### src/rtl/ifu_pkg.sv
// rtl/ifu_pkg.sv - shared types and constants for the instruction fetch unit
package ifu_pkg;

    typedef enum logic [1:0] {
        BOOT = 2'd0,
        REQ  = 2'd1,
        WAIT = 2'd2,
        HOLD = 2'd3
    } ifu_state_t;

    localparam logic [31:0] IFU_RESET_PC = 32'h3000_0000;
    localparam logic [31:0] IFU_PC_STEP  = 32'd4;

endpackage

### src/rtl/ifu_fetch_if.sv
// rtl/ifu_fetch_if.sv - redirect, icache read port and decode handshake bundle
interface ifu_fetch_if #(
    parameter int XLEN = 32
);
    logic            redirect_valid_i;
    logic [XLEN-1:0] redirect_pc_i;
    logic            icache_arvalid_o;
    logic            icache_arready_i;
    logic [XLEN-1:0] icache_araddr_o;
    logic            icache_rvalid_i;
    logic            icache_rready_o;
    logic [XLEN-1:0] icache_rdata_i;
    logic            idu_valid_o;
    logic            idu_ready_i;
    logic [XLEN-1:0] idu_inst_o;
    logic [XLEN-1:0] idu_pc_o;
    logic [31:0]     fetch_cnt_o;

    modport master (
        input  redirect_valid_i, redirect_pc_i,
        input  icache_arready_i, icache_rvalid_i, icache_rdata_i,
        input  idu_ready_i,
        output icache_arvalid_o, icache_araddr_o, icache_rready_o,
        output idu_valid_o, idu_inst_o, idu_pc_o, fetch_cnt_o
    );

    modport slave (
        output redirect_valid_i, redirect_pc_i,
        output icache_arready_i, icache_rvalid_i, icache_rdata_i,
        output idu_ready_i,
        input  icache_arvalid_o, icache_araddr_o, icache_rready_o,
        input  idu_valid_o, idu_inst_o, idu_pc_o, fetch_cnt_o
    );
endinterface

### src/rtl/ifu_fetch.sv
// rtl/ifu_fetch.sv - single-outstanding instruction fetch FSM with redirect and stale-response drop
module ifu_fetch
    import ifu_pkg::*;
#(
    parameter int              XLEN     = 32,
    parameter logic [XLEN-1:0] RESET_PC = IFU_RESET_PC
) (
    input  logic         clk,
    input  logic         rst_n,
    ifu_fetch_if.master  bus
);

    ifu_state_t      state_q, state_d;
    logic [XLEN-1:0] pc_q, pc_d;
    logic [XLEN-1:0] araddr_q, araddr_d;
    logic            arvalid_q, arvalid_d;
    logic            rready_q, rready_d;
    logic            discard_q, discard_d;
    logic            idu_valid_q, idu_valid_d;
    logic [XLEN-1:0] idu_inst_q, idu_inst_d;
    logic [XLEN-1:0] idu_pc_q, idu_pc_d;
    logic [31:0]     cnt_q, cnt_d;
    logic [XLEN-1:0] target;
    logic [XLEN-1:0] pc_next;

    assign target  = {bus.redirect_pc_i[XLEN-1:2], 2'b00};
    assign pc_next = pc_q + XLEN'(IFU_PC_STEP);

    always_ff @(posedge clk or negedge rst_n) begin
        if (!rst_n) begin
            state_q     <= BOOT;
            pc_q        <= RESET_PC;
            araddr_q    <= RESET_PC;
            arvalid_q   <= 1'b0;
            rready_q    <= 1'b0;
            discard_q   <= 1'b0;
            idu_valid_q <= 1'b0;
            idu_inst_q  <= '0;
            idu_pc_q    <= '0;
            cnt_q       <= '0;
        end else begin
            state_q     <= state_d;
            pc_q        <= pc_d;
            araddr_q    <= araddr_d;
            arvalid_q   <= arvalid_d;
            rready_q    <= rready_d;
            discard_q   <= discard_d;
            idu_valid_q <= idu_valid_d;
            idu_inst_q  <= idu_inst_d;
            idu_pc_q    <= idu_pc_d;
            cnt_q       <= cnt_d;
        end
    end

    always_comb begin
        state_d     = state_q;
        pc_d        = pc_q;
        araddr_d    = araddr_q;
        arvalid_d   = arvalid_q;
        rready_d    = rready_q;
        discard_d   = discard_q;
        idu_valid_d = idu_valid_q;
        idu_inst_d  = idu_inst_q;
        idu_pc_d    = idu_pc_q;
        cnt_d       = cnt_q;
        case (state_q)
            BOOT: begin
                state_d   = REQ;
                arvalid_d = 1'b1;
                pc_d      = bus.redirect_valid_i ? target : pc_q;
                araddr_d  = bus.redirect_valid_i ? target : pc_q;
            end
            REQ: begin
                // An accepted-but-redirected request still completes; its data is dropped later.
                if (bus.redirect_valid_i) begin
                    pc_d      = target;
                    discard_d = 1'b1;
                end
                if (bus.icache_arready_i) begin
                    arvalid_d = 1'b0;
                    rready_d  = 1'b1;
                    state_d   = WAIT;
                end
            end
            WAIT: begin
                if (bus.icache_rvalid_i && rready_q) begin
                    rready_d = 1'b0;
                    if (bus.redirect_valid_i) begin
                        pc_d      = target;
                        araddr_d  = target;
                        discard_d = 1'b0;
                        arvalid_d = 1'b1;
                        state_d   = REQ;
                    end else if (discard_q) begin
                        araddr_d  = pc_q;
                        discard_d = 1'b0;
                        arvalid_d = 1'b1;
                        state_d   = REQ;
                    end else begin
                        idu_inst_d  = bus.icache_rdata_i;
                        idu_pc_d    = araddr_q;
                        idu_valid_d = 1'b1;
                        state_d     = HOLD;
                    end
                end else if (bus.redirect_valid_i) begin
                    pc_d      = target;
                    discard_d = 1'b1;
                end
            end
            HOLD: begin
                // A redirect here kills the buffered instruction even if decode is ready.
                if (bus.redirect_valid_i) begin
                    idu_valid_d = 1'b0;
                    pc_d        = target;
                    araddr_d    = target;
                    arvalid_d   = 1'b1;
                    state_d     = REQ;
                end else if (bus.idu_ready_i) begin
                    idu_valid_d = 1'b0;
                    pc_d        = pc_next;
                    araddr_d    = pc_next;
                    arvalid_d   = 1'b1;
                    cnt_d       = cnt_q + 32'd1;
                    state_d     = REQ;
                end
            end
            default: state_d = BOOT;
        endcase
    end

    assign bus.icache_arvalid_o = arvalid_q;
    assign bus.icache_araddr_o  = araddr_q;
    assign bus.icache_rready_o  = rready_q;
    assign bus.idu_valid_o      = idu_valid_q;
    assign bus.idu_inst_o       = idu_inst_q;
    assign bus.idu_pc_o         = idu_pc_q;
    assign bus.fetch_cnt_o      = cnt_q;

endmodule

### src/flat_wrapper.sv
// flat-port wrapper written by rule: the top's interface ports become plain ports
module ifu_fetch_flat import ifu_pkg::*;
#(
    parameter int              XLEN     = 32,
    parameter logic [XLEN-1:0] RESET_PC = IFU_RESET_PC
)
  (clk, rst_n, bus_redirect_valid_i, bus_redirect_pc_i, bus_icache_arready_i, bus_icache_rvalid_i, bus_icache_rdata_i, bus_idu_ready_i, bus_icache_arvalid_o, bus_icache_araddr_o, bus_icache_rready_o, bus_idu_valid_o, bus_idu_inst_o, bus_idu_pc_o, bus_fetch_cnt_o);
  ifu_fetch_if #(.XLEN(XLEN)) bus_i ();
  input  logic clk;
  input  logic rst_n;
  input wire logic [$bits(bus_i.redirect_valid_i)-1:0] bus_redirect_valid_i;
  input wire logic [$bits(bus_i.redirect_pc_i)-1:0] bus_redirect_pc_i;
  input wire logic [$bits(bus_i.icache_arready_i)-1:0] bus_icache_arready_i;
  input wire logic [$bits(bus_i.icache_rvalid_i)-1:0] bus_icache_rvalid_i;
  input wire logic [$bits(bus_i.icache_rdata_i)-1:0] bus_icache_rdata_i;
  input wire logic [$bits(bus_i.idu_ready_i)-1:0] bus_idu_ready_i;
  output wire logic [$bits(bus_i.icache_arvalid_o)-1:0] bus_icache_arvalid_o;
  output wire logic [$bits(bus_i.icache_araddr_o)-1:0] bus_icache_araddr_o;
  output wire logic [$bits(bus_i.icache_rready_o)-1:0] bus_icache_rready_o;
  output wire logic [$bits(bus_i.idu_valid_o)-1:0] bus_idu_valid_o;
  output wire logic [$bits(bus_i.idu_inst_o)-1:0] bus_idu_inst_o;
  output wire logic [$bits(bus_i.idu_pc_o)-1:0] bus_idu_pc_o;
  output wire logic [$bits(bus_i.fetch_cnt_o)-1:0] bus_fetch_cnt_o;
  assign bus_i.redirect_valid_i = bus_redirect_valid_i;
  assign bus_i.redirect_pc_i = bus_redirect_pc_i;
  assign bus_i.icache_arready_i = bus_icache_arready_i;
  assign bus_i.icache_rvalid_i = bus_icache_rvalid_i;
  assign bus_i.icache_rdata_i = bus_icache_rdata_i;
  assign bus_i.idu_ready_i = bus_idu_ready_i;
  assign bus_icache_arvalid_o = bus_i.icache_arvalid_o;
  assign bus_icache_araddr_o = bus_i.icache_araddr_o;
  assign bus_icache_rready_o = bus_i.icache_rready_o;
  assign bus_idu_valid_o = bus_i.idu_valid_o;
  assign bus_idu_inst_o = bus_i.idu_inst_o;
  assign bus_idu_pc_o = bus_i.idu_pc_o;
  assign bus_fetch_cnt_o = bus_i.fetch_cnt_o;
  ifu_fetch #(.XLEN(XLEN), .RESET_PC(RESET_PC)) u_core (.clk(clk), .rst_n(rst_n), .bus(bus_i));
endmodule
### config.mk
export PLATFORM = sky130hd
export DESIGN_NAME = ifu_fetch_flat
export DESIGN_NICKNAME = d
export VERILOG_FILES = /design/src/rtl/ifu_pkg.sv /design/src/rtl/ifu_fetch_if.sv /design/src/rtl/ifu_fetch.sv /design/src/flat_wrapper.sv
export SDC_FILE = /design/constraint.sdc
export NUM_CORES = 1
export LEC_CHECK = 0
export BUFFER_PORTS_ARGS = -buffer_cell sky130_fd_sc_hd__buf_2
export CAP_MARGIN = 20
export CORE_MARGIN = 2
export CORE_UTILIZATION = 58
export DETAILED_ROUTE_END_ITERATION = 12
export PLACE_DENSITY = 0.84
export SLEW_MARGIN = 20
export SYNTH_ARGS = -nofsm -noshare
export SYNTH_HDL_FRONTEND = slang
export SYNTH_SLANG_ARGS = --single-unit
### constraint.sdc
create_clock -name clk -period 6.25 [get_ports clk]
set_clock_uncertainty 0.05 [all_clocks]
set_input_delay 0.3125 -clock clk [delete_from_list [all_inputs] [get_ports clk]]
set_output_delay 0.3125 -clock clk [all_outputs]
set_load 0.1 [all_outputs]
==> impl.org, run 1 <==
** Global route
- The number of antenna violations at the first check in global routing came to 2.
- The via count of the first global-routing pass is 6,129.
- Global routing finished with a remaining overflow of 0.
- Tot GR Track Use :: 0.263
- Entering global routing, the biggest net connects 85 pins.
- The first global-routing pass estimated 30.3 mm of wire.

** Clocking
- Clock latency on the worst-skew pair, taken at its later pin, is 430 ps.
- Sink count of the clock tree :: 166
- Clock tree root buffer cell :: sky130_fd_sc_hd__clkbuf_16
- After clock tree synthesis, the repair step resized 0 gates.
- Post-CTS setup buffer count :: 0
- TritonCTS buffer count :: 17
- CTS tree :: built
- The number of hold buffers added after CTS was 1.
- Clock edge transition at the registers on the reported setup and hold paths :: 60 ps
- In this run the deepest clock path goes through 2 buffers.
- The clock tree synthesis step divided the H-tree into 4 levels.

** Worst setup path
- At the worst endpoint, the arrival time is 3310 ps.
- Slowest library cell on the worst path :: sky130_fd_sc_hd__ha_1
- In this run the critical register-to-register path is launched from u_core.state_q[0].
- STA classifies the critical path endpoint as a flop.
- Largest stage delay on the critical path :: 740 ps
- At the worst endpoint, the required time is 6530 ps.
- CP startpoint kind :: flop
- Worst setup path class :: flop to flop
- Critical Path Source :: u_core.state_q[0]
- Along the worst path, the maximum fanout reaches 22.
- Critical path, cell by cell :: ha_1 > and4_1 > nand4_2 > nor4_1 > a21oi_1 > o31ai_1

** Synthesis
- Library cells used by synthesis :: 57
- Netlist Area Pre-Place :: 7980 sq um
- For this run, the leading register cell type out of synthesis is sky130_fd_sc_hd__dfrtp_1.
- Mapped Avg Cell Area :: 11.2 sq um
- Flip-flop and latch count after synthesis :: 166
- Cells after synthesis :: 710
- Total nets after synthesis :: 786
- Portion of the post-synthesis area used by sequential elements :: 0.521
- Syn. warnings :: 0
- In the synthesized netlist the async set-or-reset flop fraction comes to 1.00.
- Post-synth EDFFs :: 0

** Cells and area
- Summing all multi-input logic gate instances after layout gives 3560 sq um.
- Filler instances :: 976
- Number of nets in the final layout :: 973
- Fraction of final layout cells sized beyond drive strength 1 :: 0.369
- Area used by sequential logic in the layout :: 4160 sq um
- Util after Layout :: 0.723
- Area growth from synthesis to final layout :: 20.9%

** Run
- Maximum Capacitance Violations :: 0

** STA
- Fin crit share :: 0.485
- Final-report setup violation count :: 0
- Setup repair after global routing left no endpoint under its margin.
- Timing would allow up to 0.330 GHz.
- Once routing completed, OpenROAD measured the worst setup slack at 3220 ps.
- After layout, the minimum clock period comes to 3030 ps.
- For the pin with the worst max-slew slack, the measured transition is 960 ps.
- Slew margin rel. :: 0.359
- Count of final max-slew check failures :: 0
- Summed negative setup slack over all endpoints :: 0 ps
- Fin. Hold Viols :: 0

** Place
- During placement, the flow inserted port buffers numbering 198.
- Placer congestion estimate :: 0.861
- HPWL after detailed placement :: 12.8 mm
- Before CTS, the worst setup slack after placement is 3210 ps.

** Route
- The count of nets left with antenna violations once routing finished came out at 0.
- Initial DRT Pass Iterations :: 4
- For this block, the initial DRC count from the detailed router was 372.
- Final wirelength :: 18.4 mm
- Average detailed-routed wire length per instance :: 16.9 um
- Total number of vias :: 6,139
- Number of DRC violations after detailed routing :: 0
- Using the TritonRoute via totals, the vias-per-cell ratio works out to 5.65.

** Min path
- Hold WC Path Type :: input port to flop
- The worst hold path begins at bus_icache_rdata_i[24].

** Die
- The floorplan has 42 rows.
- IO Count :: 201
- The initial utilization of the core area, before any placement, comes to 0.598.
- Area of the die :: 14,700 sq um
- Die Ht :: 121 um
- From left edge to right edge, the die measures 121 um.
- Total core area :: 13,300 sq um

** Power
- PwrDens :: 502 nW/um^2
- Peak VDD IR :: 0.392 mV
- The analysis attributes to cell leakage a power of 4.77 nW.

** Status
- Outcome :: finished, final reports clean
[cells in the mapped netlist, types with 3 or more instances]
library cell / n / share of area
sky130_fd_sc_hd__dfrtp_1: 162 / 0.51
sky130_fd_sc_hd__mux2_2: 86 / 0.12
sky130_fd_sc_hd__nand2_1: 68 / 0.032
sky130_fd_sc_hd__xnor2_1: 55 / 0.060
sky130_fd_sc_hd__o21ai_0: 34 / 0.021
sky130_fd_sc_hd__nor2_1: 31 / 0.015
sky130_fd_sc_hd__nand3_1: 28 / 0.018
sky130_fd_sc_hd__nor3_1: 22 / 0.014
sky130_fd_sc_hd__nand4_1: 20 / 0.016
sky130_fd_sc_hd__clkbuf_1: 19 / 0.0089
sky130_fd_sc_hd__xor2_1: 18 / 0.020
sky130_fd_sc_hd__a21oi_1: 16 / 0.010
sky130_fd_sc_hd__nor4_1: 14 / 0.011
sky130_fd_sc_hd__inv_1: 13 / 0.0061
sky130_fd_sc_hd__and3_1: 11 / 0.0086
sky130_fd_sc_hd__buf_2: 10 / 0.0063
sky130_fd_sc_hd__o31ai_1: 10 / 0.0094
sky130_fd_sc_hd__or3_1: 10 / 0.0078
sky130_fd_sc_hd__and4_1: 7 / 0.0077
sky130_fd_sc_hd__and2_1: 6 / 0.0047
sky130_fd_sc_hd__buf_6: 6 / 0.0085
sky130_fd_sc_hd__ha_1: 6 / 0.0094
sky130_fd_sc_hd__nor2b_1: 6 / 0.0047
sky130_fd_sc_hd__o31a_1: 5 / 0.0055
sky130_fd_sc_hd__dfstp_2: 4 / 0.013
sky130_fd_sc_hd__a22o_1: 3 / 0.0033
sky130_fd_sc_hd__a31oi_1: 3 / 0.0024
sky130_fd_sc_hd__mux2i_1: 3 / 0.0038
sky130_fd_sc_hd__nor4_4: 3 / 0.0080
[final timing paths]
kind / to / slack, ps / cells after the start
worst max-delay path: u_core.pc_q[26] / 3220 / 6
worst min-delay path: u_core.bus.idu_inst_o[24] / 70 / 2
worst max register to register: u_core.pc_q[26] / 3220 / 6
worst min register to register: u_core.bus.fetch_cnt_o[24] / 430 / 1
max in group asynchronous: u_core.bus.fetch_cnt_o[13] / 4480 / 3
min in group asynchronous: u_core.bus.idu_pc_o[8] / 430 / 2
[worst max-delay path, delay by kind of cell, from the launching register on]
family | cells | cell delay (ps)
AND/OR/NAND/NOR | 3 | 1320
flip-flops | 1 | 410
adder cells (fa/ha/maj) | 1 | 740
AO/OA/AOI/OAI | 2 | 400
[layout by cell type (no fill, tap or decap), drive strengths merged, types with 8 or more instances in the layout]
cell    instances
mux2           86
nor4           18
nor2           31
o21ai          36
nand4          22
nand3          28
xor2           18
buf           205
inv            13
dfrtp         162
or3            10
xnor2          55
and3           11
a21oi          16
clkbuf         23
and4            8
o31ai          10
nor3           22
nand2          68
[report_power, final]
group | switching (mW) | internal [mW]
combinational | 1.88 | 0.409
clock | 0.402 | 0.646
sequential | 0.188 | 1.31
[kinds of logic after synthesis]
| group | Yosys count | synth area share |
|---|---|---|
| AOI/OAI and AO/OA | 84 | 0.0652 |
| xor gates and xnor gates | 73 | 0.0801 |
| adders and majority gates | 6 | 0.00941 |
| buffers and inverters | 51 | 0.0335 |
| DFF | 166 | 0.521 |
| muxes | 89 | 0.125 |
| and+or+nand+nor | 241 | 0.166 |
[state kept, by name, summed over array words and instances, names as in the netlist]
name / cells
u_core.bus.fetch_cnt_o: 32
u_core.bus.idu_valid_o: 1
u_core.bus.idu_pc_o: 32
u_core.bus.icache_arvalid_o: 1
u_core.discard_q: 1
u_core.state_q: 2
u_core.pc_q: 32
u_core.bus.idu_inst_o: 32
u_core.bus.icache_araddr_o: 32
u_core.bus.icache_rready_o: 1
[final cells by class]
class	count	share of cell area
Multi-Input combinational cell	493	0.369
Sequential cell	166	0.431
Tap cell	176	0.0228
Antenna cell	1	0.000259
Clock inverter	9	0.0130
Timing Repair Buffer	206	0.110
Clock buffer	23	0.0485
Inverter	13	0.00506
[metal layers]
metal / global-route usage / part of all wire / vias to the layer above
met5: 0 / 0 / -
met4: 0.0955 / 0.019 / 0
met3: 0.0583 / 0.068 / 30
met2: 0.435 / 0.49 / 226
met1: 0.343 / 0.43 / 2982
li1: - / - / 2901
[metrics by stage]
step | area (sq um) | total power, mW | hold slack (ps) | instances
after floorplan | 7980 | 3.39 | -33.1 | 710
after global placement | 9040 | 3.77 | 367 | 1053
after detailed placement | 9040 | 3.81 | 365 | 1053
after CTS | 9640 | 4.87 | 54.6 | 1086
after global routing | 9650 | 5.04 | 57.8 | 1087
final | 9650 | 4.84 | 70.2 | 1087
(Power assumes the default switching activity.)
==> run 2, diff against run 1 <==
Settings changed: ABC_AREA set to 1, CORE_UTILIZATION 58 to 49, PLACE_DENSITY 0.84 to 0.75.
Clock period 6.25 ns to 2.46 ns, I/O delays scaled along.
==> impl.org, run 2 <==
** STA
- The transition time at the pin with the least slew margin came to 677 ps (-283 ps).
- The number of setup violations in the final report was 0 (unchanged).
- The headroom to the max-slew limit was 0.549 (+0.190).
- The post-layout worst setup margin was 225 ps (-2990 ps).
- Setup repair after global routing left no endpoint under its margin.
- The post-route minimum period is 2240 ps (-797 ps).
- Highest achievable clock rate :: 0.447 GHz (+36%)
- Fin crit share :: 0.909 (+0.423)
- The max-slew violation total from the final report was 0 (unchanged).
- Summed negative setup slack over all endpoints :: 0 ps (unchanged)
- Fin. Hold Viols :: 0 (unchanged)

** Synthesis
- Of all cell types, the one taking the most synthesized area is sky130_fd_sc_hd__dfrtp_1.
- Syn. warnings :: 0 (unchanged)
- The post-synthesis area per instance was 8.61 sq um (-23%).
- Portion of the post-synthesis area used by sequential elements :: 0.490 (-0.0307)
- In the synthesized netlist the dominant register cell turns out to be sky130_fd_sc_hd__dfrtp_1.
- Top area cells in the synthesized netlist :: sky130_fd_sc_hd__dfrtp_1 48%, sky130_fd_sc_hd__nand2_1 14%, sky130_fd_sc_hd__mux2_4 7.1%, sky130_fd_sc_hd__o21ai_0 4.7%, sky130_fd_sc_hd__inv_1 3.9%
- The async set-reset flop share out of synthesis is 1.00 (unchanged).
- The number of enable flip-flop cells after synthesis is 0 (unchanged).
- The top cell type's share of synthesized area came to 0.478 (-0.0300).
- The count of unique library cells instantiated by Yosys is 35 (-39%).
- Yosys instantiated no cell more often than sky130_fd_sc_hd__nand2_1.
- Netlist Area Pre-Place :: 8480 sq um (+6.3%)
- The post-synthesis sequential element count is 166 (unchanged).
- The commonest cells after synthesis are 317 x sky130_fd_sc_hd__nand2_1, 162 x sky130_fd_sc_hd__dfrtp_1, 87 x sky130_fd_sc_hd__inv_1, 80 x sky130_fd_sc_hd__o21ai_0, 79 x sky130_fd_sc_hd__nor2_1.
- The count of mapped cells out of synthesis is 985 (+39%).
- Total nets after synthesis :: 1,061 (+35%)

** Clocking
- Post-CTS setup buffer count :: 0 (unchanged)
- The hold buffer count at cts is 52 (+51).
- Clock edge transition at the registers on the reported setup and hold paths :: 70 ps (about the same)
- Post-CTS resize count :: 0 (unchanged)
- CTS placed an instance of sky130_fd_sc_hd__clkbuf_16 at the clock tree root.
- The clock latency on the worst-skew pair is 430 ps (about the same).
- The clock buffer count from CTS came to 17 (unchanged).
- H-tree Lvls :: 4 (unchanged)
- The largest buffer count on any clock path is 2 (unchanged).
- The clock sink count was 166 (unchanged).
- CTS tree :: built

** Cells and area
- Most frequent standard cell in the layout excluding fill and tap cells :: sky130_fd_sc_hd__nand2_1
- The filler-free cell count of the finished design was 1,477 (+36%).
- Highest-count cells in the layout ignoring fill and taps :: 317 x sky130_fd_sc_hd__nand2_1, 197 x sky130_fd_sc_hd__buf_2, 162 x sky130_fd_sc_hd__dfrtp_1
- Compared with the post-synthesis result, the final layout area differs by 28.5%.
- The fraction of final layout cells sized beyond drive strength 1 came to 0.266 (-0.103).
- Number of nets in the final layout :: 1,315 (+35%)
- Util after Layout :: 0.637 (-0.0859)
- Number of antenna cells inserted :: 0 (-1)

** Worst setup path
- Critical path data required time :: 2700 ps (-3830 ps)
- CP arrival :: 2480 ps (-830 ps)
- Crit. End Element :: flop
- Critical path fanouts, max :: 7 (-68%)
- CP startpoint kind :: flop
- The critical path is of the flop to flop type.

** Route
- Total number of vias :: 7,340 (+20%)
- Count of antenna-violating nets left after detailed routing :: 0 (unchanged)
- The total routed wirelength was 21.7 mm (+18%).
- Number of DRC violations after detailed routing :: 0 (unchanged)
- The via-per-instance ratio was 4.97 (-12%).
- Initial DRT Pass Iterations :: 4 (unchanged)
- Violation count after the first detailed-route iteration :: 518 (+39%)
- Average detailed-routed wire length per instance :: 14.7 um (-13%)

** Power
- The cell leakage power was 5.77 nW (+21%).
- The proportion of power drawn by the clock network came to 0.178 (-0.039).
- Internal Power :: 6.43 mW (+170%)
- The peak supply drop is 1.35 mV (+250%).
- PwrDens :: 1350 nW/um^2 (+170%)
- NetSw :: 8.32 mW (+240%)
- Register share of total power :: 0.286 (-0.024)
- The proportion of power drawn by combinational gates came to 0.536 (+0.063).
- Switch share :: 0.564 (+0.0530)

** Die
- The site row count is 48 (+14%).
- IO Count :: 201 (unchanged)
- The initial core utilization is 0.496 (-0.102).
- Die Ht :: 136 um (+12%)
- The die footprint is 18,400 sq um (+25%).
- Total core area :: 17,100 sq um (+28%)
- The die boundary width is 136 um (+12%).

** Place
- Number of I/O port buffers :: 198 (unchanged)
- HPWL after detailed placement :: 15.1 mm (+18%)
- The setup slack after placement is 317 ps (-2900 ps).
- Placer congestion estimate :: 0.944 (+9.6%)
- Cells after DPL :: 1,393 (+32%)

** Global route
- The overall fraction of global-route tracks in use was 0.242 (-0.0215).
- The first-pass GRT wire length is 35.2 mm (+16%).
- Maximum number of pins on one net before global-route repair :: 72 (-15%)
- Initial antenna violation count :: 0 (-2)
- Via count of the first global-routing pass :: 7,179 (+17%)
- Sum of overflow across all layers after global routing :: 0 (unchanged)

** Run
- Maximum Capacitance Violations :: 0 (unchanged)

** Min path
- The path class of the tightest hold or removal check is input port to flop.

** Status
- Outcome :: finished, final reports clean
[run 2: cell types whose count changed after synthesis, sizes merged, moves of 9 or more]
| cell | before | now |
|---|---|---|
| nor2 | 31 | 89 |
| o21ai | 36 | 81 |
| nand2 | 68 | 322 |
| nor4 | 18 | 0 |
| or2 | 0 | 9 |
| mux2 | 86 | 54 |
| or3 | 10 | 0 |
| a21oi | 16 | 3 |
| xnor2 | 55 | 7 |
| nand4 | 22 | 8 |
| and3 | 11 | 0 |
| nand3 | 28 | 66 |
| inv | 13 | 89 |
[run 2: power by group through the flow]
stage          registers [mW]  logic, mW  clock network, mW
6_report                 4.21       7.90               2.63
5_1_grt                  4.33       8.30               2.80
4_1_cts                  4.20       7.91               2.69
3_5_place_dp             4.23       7.83                  0
3_3_place_gp             4.21       7.76                  0
2_1_floorplan            9.01       1.65                  0
[run 2: through the flow]
step / instance area (sq um) / power [mW] / hold WS [ps]
finish: 10900 / 14.7 / 10.9
global route: 10900 / 15.4 / 27.3
floorplan: 8480 / 10.7 / -223
global placement: 9800 / 12.0 / 134
CTS: 10900 / 14.8 / 2.00
detailed placement: 9800 / 12.1 / 139
[run 2: cell families after synthesis]
logic type      Yosys count  share of synthesized area
fa+ha+maj                 6                    0.00885
buf+inv                 119                     0.0583
compound gates           97                     0.0609
xor+xnor                 26                     0.0268
mux                      54                     0.0894
simple gates            517                      0.265
flops                   166                      0.490
[run 2: metal layers]
layer  vias up  track usage  part of all wire
li1       3662            -                 -
met1      3466        0.312              0.45
met2       188        0.409              0.48
met3        24       0.0527             0.056
met4         0       0.0729             0.014
met5         -            0                 0
[run 2: critical path, stage by stage, from the launching register on]
cell                      delay (ps)
sky130_fd_sc_hd__dfrtp_1         430
sky130_fd_sc_hd__ha_1            330
sky130_fd_sc_hd__nand2_1         160
sky130_fd_sc_hd__nor2_1          190
sky130_fd_sc_hd__nand2_1         200
sky130_fd_sc_hd__nor2_1          270
sky130_fd_sc_hd__xor2_1          190
sky130_fd_sc_hd__nand2_1          80
sky130_fd_sc_hd__nand3_1         100
sky130_fd_sc_hd__o21ai_0         110
[run 2: final timing paths]
kind | from | to | slack (ps) | cells past startpoint
setup / recovery | u_core.state_q[0] | u_core.bus.icache_araddr_o[15] | 220 | 9
hold / removal | bus_redirect_pc_i[24] | u_core.bus.icache_araddr_o[24] | 10 | 5
setup reg to reg | u_core.state_q[0] | u_core.bus.icache_araddr_o[15] | 220 | 9
max in group asynchronous | rst_n | u_core.pc_q[28] | 1420 | 3
min in group asynchronous | rst_n | u_core.bus.fetch_cnt_o[15] | 240 | 2
hold reg to reg | u_core.bus.icache_araddr_o[28] | u_core.bus.icache_araddr_o[28] | 430 | 2
[run 2: area by class of cell]
cell class / instances / area, sq um
fillers: 1445 / 6210
flip-flops and latches: 166 / 4160
multi-input cells: 700 / 3840
repair buffers: 265 / 1710
clock buffers: 18 / 439
inverters: 89 / 334
well taps: 225 / 282
clock inverters: 14 / 146
